File: config.mk
export PLATFORM = sky130hd
export DESIGN_NAME = multiword_sub_seq_flat
export DESIGN_NICKNAME = d
export VERILOG_FILES = /design/src/rtl/multiword_sub_seq_pkg.sv /design/src/rtl/multiword_sub_seq_if.sv /design/src/rtl/multiword_sub_seq_slice.sv /design/src/rtl/multiword_sub_seq.sv /design/src/flat_wrapper.sv
export SDC_FILE = /design/constraint.sdc
export NUM_CORES = 1
export LEC_CHECK = 0
export CELL_PAD_IN_SITES_DETAIL_PLACEMENT = 1
export CELL_PAD_IN_SITES_GLOBAL_PLACEMENT = 1
export CORE_MARGIN = 4
export CORE_UTILIZATION = 35
export CTS_CLUSTER_SIZE = 10
export DETAILED_ROUTE_END_ITERATION = 16
export GPL_TIMING_DRIVEN = 0
export HOLD_SLACK_MARGIN = 0.12
export PLACE_DENSITY = 0.82
export SYNTH_ARGS = -nofsm -noshare
export SYNTH_HDL_FRONTEND = slang
export SYNTH_SLANG_ARGS = --single-unit
File: constraint.sdc
create_clock -name clk -period 2.9 [get_ports clk]
set_input_delay 0.58 -clock clk [delete_from_list [all_inputs] [get_ports clk]]
set_output_delay 0.58 -clock clk [all_outputs]
set_load 0.01 [all_outputs]
File: src/rtl/multiword_sub_seq_pkg.sv
// Shared constants for the sequential multi-word subtractor: state encoding,
// slice width and the index-width helper.
package multiword_sub_seq_pkg;

    localparam int SLICE_W = 4;

    typedef enum logic [1:0] {
        ST_IDLE = 2'd0,
        ST_RUN  = 2'd1,
        ST_DONE = 2'd2
    } state_t;

    // Bits needed to hold 0..v-1, never less than one.
    function automatic int clog2(input int v);
        int r;
        r = 1;
        for (int i = 1; i < 31; i++) begin
            if ((1 << i) < v) r = i + 1;
        end
        return r;
    endfunction

endpackage

File: src/rtl/multiword_sub_seq_if.sv
// Request/result bundle between the requester (master) and the sequential
// subtractor (slave).
interface multiword_sub_seq_if #(
    parameter int WORDS = 4
);
    logic                 start;
    logic [4*WORDS-1:0]   a;
    logic [4*WORDS-1:0]   b;
    logic                 busy;
    logic                 done;
    logic [4*WORDS-1:0]   diff;
    logic                 bout;
    logic                 zero;

    modport master (
        output start, a, b,
        input  busy, done, diff, bout, zero
    );

    modport slave (
        input  start, a, b,
        output busy, done, diff, bout, zero
    );
endinterface

File: src/rtl/multiword_sub_seq_slice.sv
// Combinational 4-bit ripple-borrow subtractor: {bout, diff} = a - b - bin.
module slice_sub_4b
    import multiword_sub_seq_pkg::*;
(
    input  logic [SLICE_W-1:0] a,
    input  logic [SLICE_W-1:0] b,
    input  logic               bin,
    output logic [SLICE_W-1:0] diff,
    output logic               bout
);
    logic [SLICE_W:0] brw;

    always_comb begin
        brw    = '0;
        diff   = '0;
        brw[0] = bin;
        for (int i = 0; i < SLICE_W; i++) begin
            diff[i]  = a[i] ^ b[i] ^ brw[i];
            brw[i+1] = (~a[i] & b[i]) | (~(a[i] ^ b[i]) & brw[i]);
        end
        bout = brw[SLICE_W];
    end
endmodule

File: src/rtl/multiword_sub_seq.sv
// Sequential A - B over WORDS 4-bit slices, LSB slice first, borrow carried
// between cycles in a register.
//
//   state   | meaning
//   --------+--------------------------------------------------------------
//   ST_IDLE | waiting for start; result registers hold the last result
//   ST_RUN  | one slice per edge, WORDS edges
//   ST_DONE | single cycle with done high; start here is accepted back-to-back
module multiword_sub_seq
    import multiword_sub_seq_pkg::*;
#(
    parameter int WORDS = 4
) (
    input  logic                clk,
    input  logic                rst,
    multiword_sub_seq_if.slave  bus
);
    localparam int N  = SLICE_W * WORDS;
    localparam int IW = clog2(WORDS);

    state_t               state;
    logic [N-1:0]         a_reg;
    logic [N-1:0]         b_reg;
    logic [N-1:0]         diff_q;
    logic [N-1:0]         diff_next;
    logic                 borrow_q;
    logic [IW-1:0]        idx;
    logic                 busy_q;
    logic                 done_q;
    logic                 bout_q;
    logic                 zero_q;
    logic [SLICE_W-1:0]   slice_diff;
    logic                 slice_bout;
    logic                 last_slice;

    slice_sub_4b u_slice (
        .a    (a_reg[SLICE_W-1:0]),
        .b    (b_reg[SLICE_W-1:0]),
        .bin  (borrow_q),
        .diff (slice_diff),
        .bout (slice_bout)
    );

    // Zero flag must see the slice being written this edge, not the stale diff.
    always_comb begin
        diff_next = diff_q;
        diff_next[idx*SLICE_W +: SLICE_W] = slice_diff;
    end

    assign last_slice = (idx == IW'(WORDS - 1));

    always_ff @(posedge clk or posedge rst) begin
        if (rst) begin
            state    <= ST_IDLE;
            a_reg    <= '0;
            b_reg    <= '0;
            diff_q   <= '0;
            borrow_q <= 1'b0;
            idx      <= '0;
            busy_q   <= 1'b0;
            done_q   <= 1'b0;
            bout_q   <= 1'b0;
            zero_q   <= 1'b0;
        end else begin
            case (state)
                ST_IDLE, ST_DONE: begin
                    done_q <= 1'b0;
                    if (bus.start) begin
                        state    <= ST_RUN;
                        a_reg    <= bus.a;
                        b_reg    <= bus.b;
                        diff_q   <= '0;
                        borrow_q <= 1'b0;
                        idx      <= '0;
                        busy_q   <= 1'b1;
                        bout_q   <= 1'b0;
                        zero_q   <= 1'b0;
                    end else begin
                        state <= ST_IDLE;
                    end
                end
                ST_RUN: begin
                    diff_q   <= diff_next;
                    borrow_q <= slice_bout;
                    a_reg    <= a_reg >> SLICE_W;
                    b_reg    <= b_reg >> SLICE_W;
                    idx      <= idx + 1'b1;
                    if (last_slice) begin
                        state  <= ST_DONE;
                        busy_q <= 1'b0;
                        done_q <= 1'b1;
                        bout_q <= slice_bout;
                        zero_q <= (diff_next == '0);
                    end
                end
                default: begin
                    state  <= ST_IDLE;
                    busy_q <= 1'b0;
                    done_q <= 1'b0;
                end
            endcase
        end
    end

    assign bus.busy = busy_q;
    assign bus.done = done_q;
    assign bus.diff = diff_q;
    assign bus.bout = bout_q;
    assign bus.zero = zero_q;
endmodule
File: src/flat_wrapper.sv
// flat-port wrapper written by rule: the top's interface ports become plain ports
module multiword_sub_seq_flat import multiword_sub_seq_pkg::*;
#(
    parameter int WORDS = 4
)
  (clk, rst, bus_start, bus_a, bus_b, bus_busy, bus_done, bus_diff, bus_bout, bus_zero);
  multiword_sub_seq_if #(.WORDS(WORDS)) bus_i ();
  input  logic clk;
  input  logic rst;
  input wire logic [$bits(bus_i.start)-1:0] bus_start;
  input wire logic [$bits(bus_i.a)-1:0] bus_a;
  input wire logic [$bits(bus_i.b)-1:0] bus_b;
  output wire logic [$bits(bus_i.busy)-1:0] bus_busy;
  output wire logic [$bits(bus_i.done)-1:0] bus_done;
  output wire logic [$bits(bus_i.diff)-1:0] bus_diff;
  output wire logic [$bits(bus_i.bout)-1:0] bus_bout;
  output wire logic [$bits(bus_i.zero)-1:0] bus_zero;
  assign bus_i.start = bus_start;
  assign bus_i.a = bus_a;
  assign bus_i.b = bus_b;
  assign bus_busy = bus_i.busy;
  assign bus_done = bus_i.done;
  assign bus_diff = bus_i.diff;
  assign bus_bout = bus_i.bout;
  assign bus_zero = bus_i.zero;
  multiword_sub_seq #(.WORDS(WORDS)) u_core (.clk(clk), .rst(rst), .bus(bus_i));
endmodule
==> impl_metrics.tcl <==
set metrics [dict create \
    grt_max_degree 39 \
    grt_remaining_overflow 0 \
    worstPathRequired_ns 3.13 \
    rsz0062_at_grt "false" \
    start_util 0.364 \
    clock_latency_ns 0.31 \
    reg2reg_depth 10 \
    final_hold_viol_count 0 \
    critPathLaunchType "flop" \
    synthArstFlopShare 1.00 \
    clk_pin_slew_worst_paths_ns 0.10 \
    cts_tree "done" \
    syn_area_um2 2690 \
    dieArea_um2 9140 \
    area_growth_syn_to_layout_pct 31.4 \
    synth_seq_cells 56 \
    avgSynthCellArea_um2 10.0 \
    cts.path.max_buffers 2 \
    wirelength_um 7480 \
    setup.worst_path.class "reg -> reg" \
    die_x_um 95.6 \
    drive_gt1_frac 0.105 \
    hp-class "reg -> reg" \
    fin_skew_ns 0.00546 \
    numCtsBuffers 5 \
    power_switching_w 0.00187 \
    intPower_w 0.00238 \
    combPwrFrac 0.555 \
    fp.coreArea_um2 7370 \
    root_buffer "clkbuf_8" \
    post_drt_wl_per_cell_um 17.3 \
    p_seq_frac 0.320 \
    critPathCaptureType "flop" \
    antenna_found_initial 0 \
    final-max-slew-violation-count 0 \
    vdd_drop_max_mv 0.391 \
    grt.total_usage 0.176 \
    place_ws_ns -0.183 \
    drv_cap 0 \
    maxClockFrequency_mhz 358 \
    cts.sinks 56 \
    fill_cells 842 \
    tightest_slew_ns 0.499 \
    hold_path_depth 2 \
    yosysWarnings 0 \
    initialDrtViolationCount 109 \
    vias 2266 \
    leakagePower_nw 1.53 \
    detail-route-antenna-nets 0 \
    worst_slack_ns 0.104 \
    port_buffers 54 \
    first_pass_iters 4 \
    setup_tns_ns 0 \
    drc_errors 0 \
    pwr-share-clk 0.124 \
    p_per_area_nw_per_um2 1200 \
    slew_headroom 0.667 \
    n_antenna_cell 0 \
    cp.arrival_ns 3.02 \
    ys_types 37 \
    dieHeight_um 95.6 \
    grt_pass1_wl_um 12400 \
    fin_crit_sh 0.964 \
    status "complete, no violations" \
    crit_path_max_fanout 3 \
    synth_edf_count 0 \
    dp_hpwl_um 5700 \
    htree_levels 2 \
    viasPerCell 5.25 \
    num_io_pins 55 \
    synth.net_count 313 \
    grt_pass1_vias 2439 \
    fin_crit_ns 2.80 \
    switching_share 0.441 \
    ys_seq_area_frac 0.522 \
    syn_inst 268 \
    setup_violations 0 \
    gp_congestion 0.808 \
    yosys_most_used_dff "dfrtp_1" \
    row_count 31 \
    layout.nets 377 \
]
## layer usage
layer,GRT usage,wire [µm],up-vias
met5,0,0,-
met4,0.0438,80,0
met3,0.0292,351,8
met2,0.317,3870,55
li1,-,-,1074
met1,0.217,3180,1129
## synthesized netlist by cell type, drive strengths merged, types with 3 or more instances
library cell	instances	area share
buf	9	0.017
a31oi	20	0.047
nor2	29	0.043
and4bb	4	0.021
ha	6	0.028
a21oi	8	0.016
o21ai	12	0.022
inv	9	0.013
dfrtp	56	0.52
nand2	55	0.077
clkbuf	7	0.011
fa	4	0.030
a32o	8	0.030
o21bai	3	0.0084
a22o	13	0.043
nor2b	3	0.0070
## critical path: stages (launching register included)
cell	delay, ns
dfrtp_1	0.39
inv_1	0.09
fa_1	0.17
inv_1	0.05
fa_1	0.37
fa_1	0.39
fa_2	0.48
buf_4	0.18
o22ai_1	0.16
o2111ai_1	0.15
o31ai_2	0.27
## placed cells by master (no fill, tap or decap), drive strengths merged, types with 3 or more instances in the layout
cell and count:
and4bb 4, a22o 13, a32o 8, clkdlybuf4s50 54
buf 12, o21bai 3, a21oi 8, nor2b 3
nor2 29, nand2 55, dfrtp 56, fa 4
ha 6, a31oi 20, o21ai 12, clkbuf 12
inv 9
## cells by family (layout without fill, tap and decap cells)
kind of cell	Yosys count	after routing	synth area share
muxes	2	2	0.00746
AOI/OAI and AO/OA	73	73	0.195
and+or+nand+nor	102	102	0.178
DFF	56	56	0.522
buffers and inverters	25	90	0.0401
adders and majority gates	10	10	0.0578
## power groups by stage
stage	Combinational, W	Clock [W]	Sequential [W]
final	0.00236	0.000529	0.00136
after global routing	0.00261	0.000580	0.00141
after floorplan	0.00139	0	0.00136
after CTS	0.00234	0.000544	0.00137
after global placement	0.00208	0	0.00136
after detailed placement	0.00219	0	0.00138
## through the flow
step                 util  std cells  power (W)  area, µm²  hold WS [ns]
finish              0.479        432    0.00425       3530         0.497
global route        0.479        432    0.00459       3530         0.534
CTS                 0.478        432    0.00426       3520         0.498
detailed placement  0.457        422    0.00357       3370         0.467
global placement    0.454        421    0.00344       3350         0.462
floorplan               -        268    0.00275       2690         0.450
## cell type report
type | instances | area [µm²] | share of cell area
Clock buffer | 5 | 68.8 | 0.0195
Timing Repair Buffer | 57 | 576 | 0.163
Inverter | 9 | 33.8 | 0.00958
Clock inverter | 3 | 47.5 | 0.0135
Sequential cell | 56 | 1400 | 0.397
Buffer | 16 | 73.8 | 0.0209
Multi-Input combinational cell | 187 | 1200 | 0.341
Tap cell | 99 | 124 | 0.0351
## what timing repair did
item / 4_1_cts / 5_1_grt
pin swaps: 2 / 1
hold buffers: 0 / 0
gates resized for setup: 3 / 1
buffers inserted: 2 / 0
setup endpoints to repair: 1 / 1
## final timing paths
path	start	endpoint	slack, ns
worst max-delay path	u_core.a_reg[0]$_DFFE_PP0P_	u_core.bus.zero$_DFFE_PP0P_	0.10
worst min-delay path	u_core.b_reg[5]$_DFFE_PP0P_	u_core.b_reg[1]$_DFFE_PP0P_	0.50
worst max register to register	u_core.a_reg[0]$_DFFE_PP0P_	u_core.bus.zero$_DFFE_PP0P_	0.10
worst min register to register	u_core.b_reg[5]$_DFFE_PP0P_	u_core.b_reg[1]$_DFFE_PP0P_	0.50
max in group asynchronous	rst	u_core.a_reg[13]$_DFFE_PP0P_	1.79
min in group asynchronous	rst	u_core.bus.diff[9]$_DFFE_PP0P_	0.57
(Power assumes the default switching activity.)
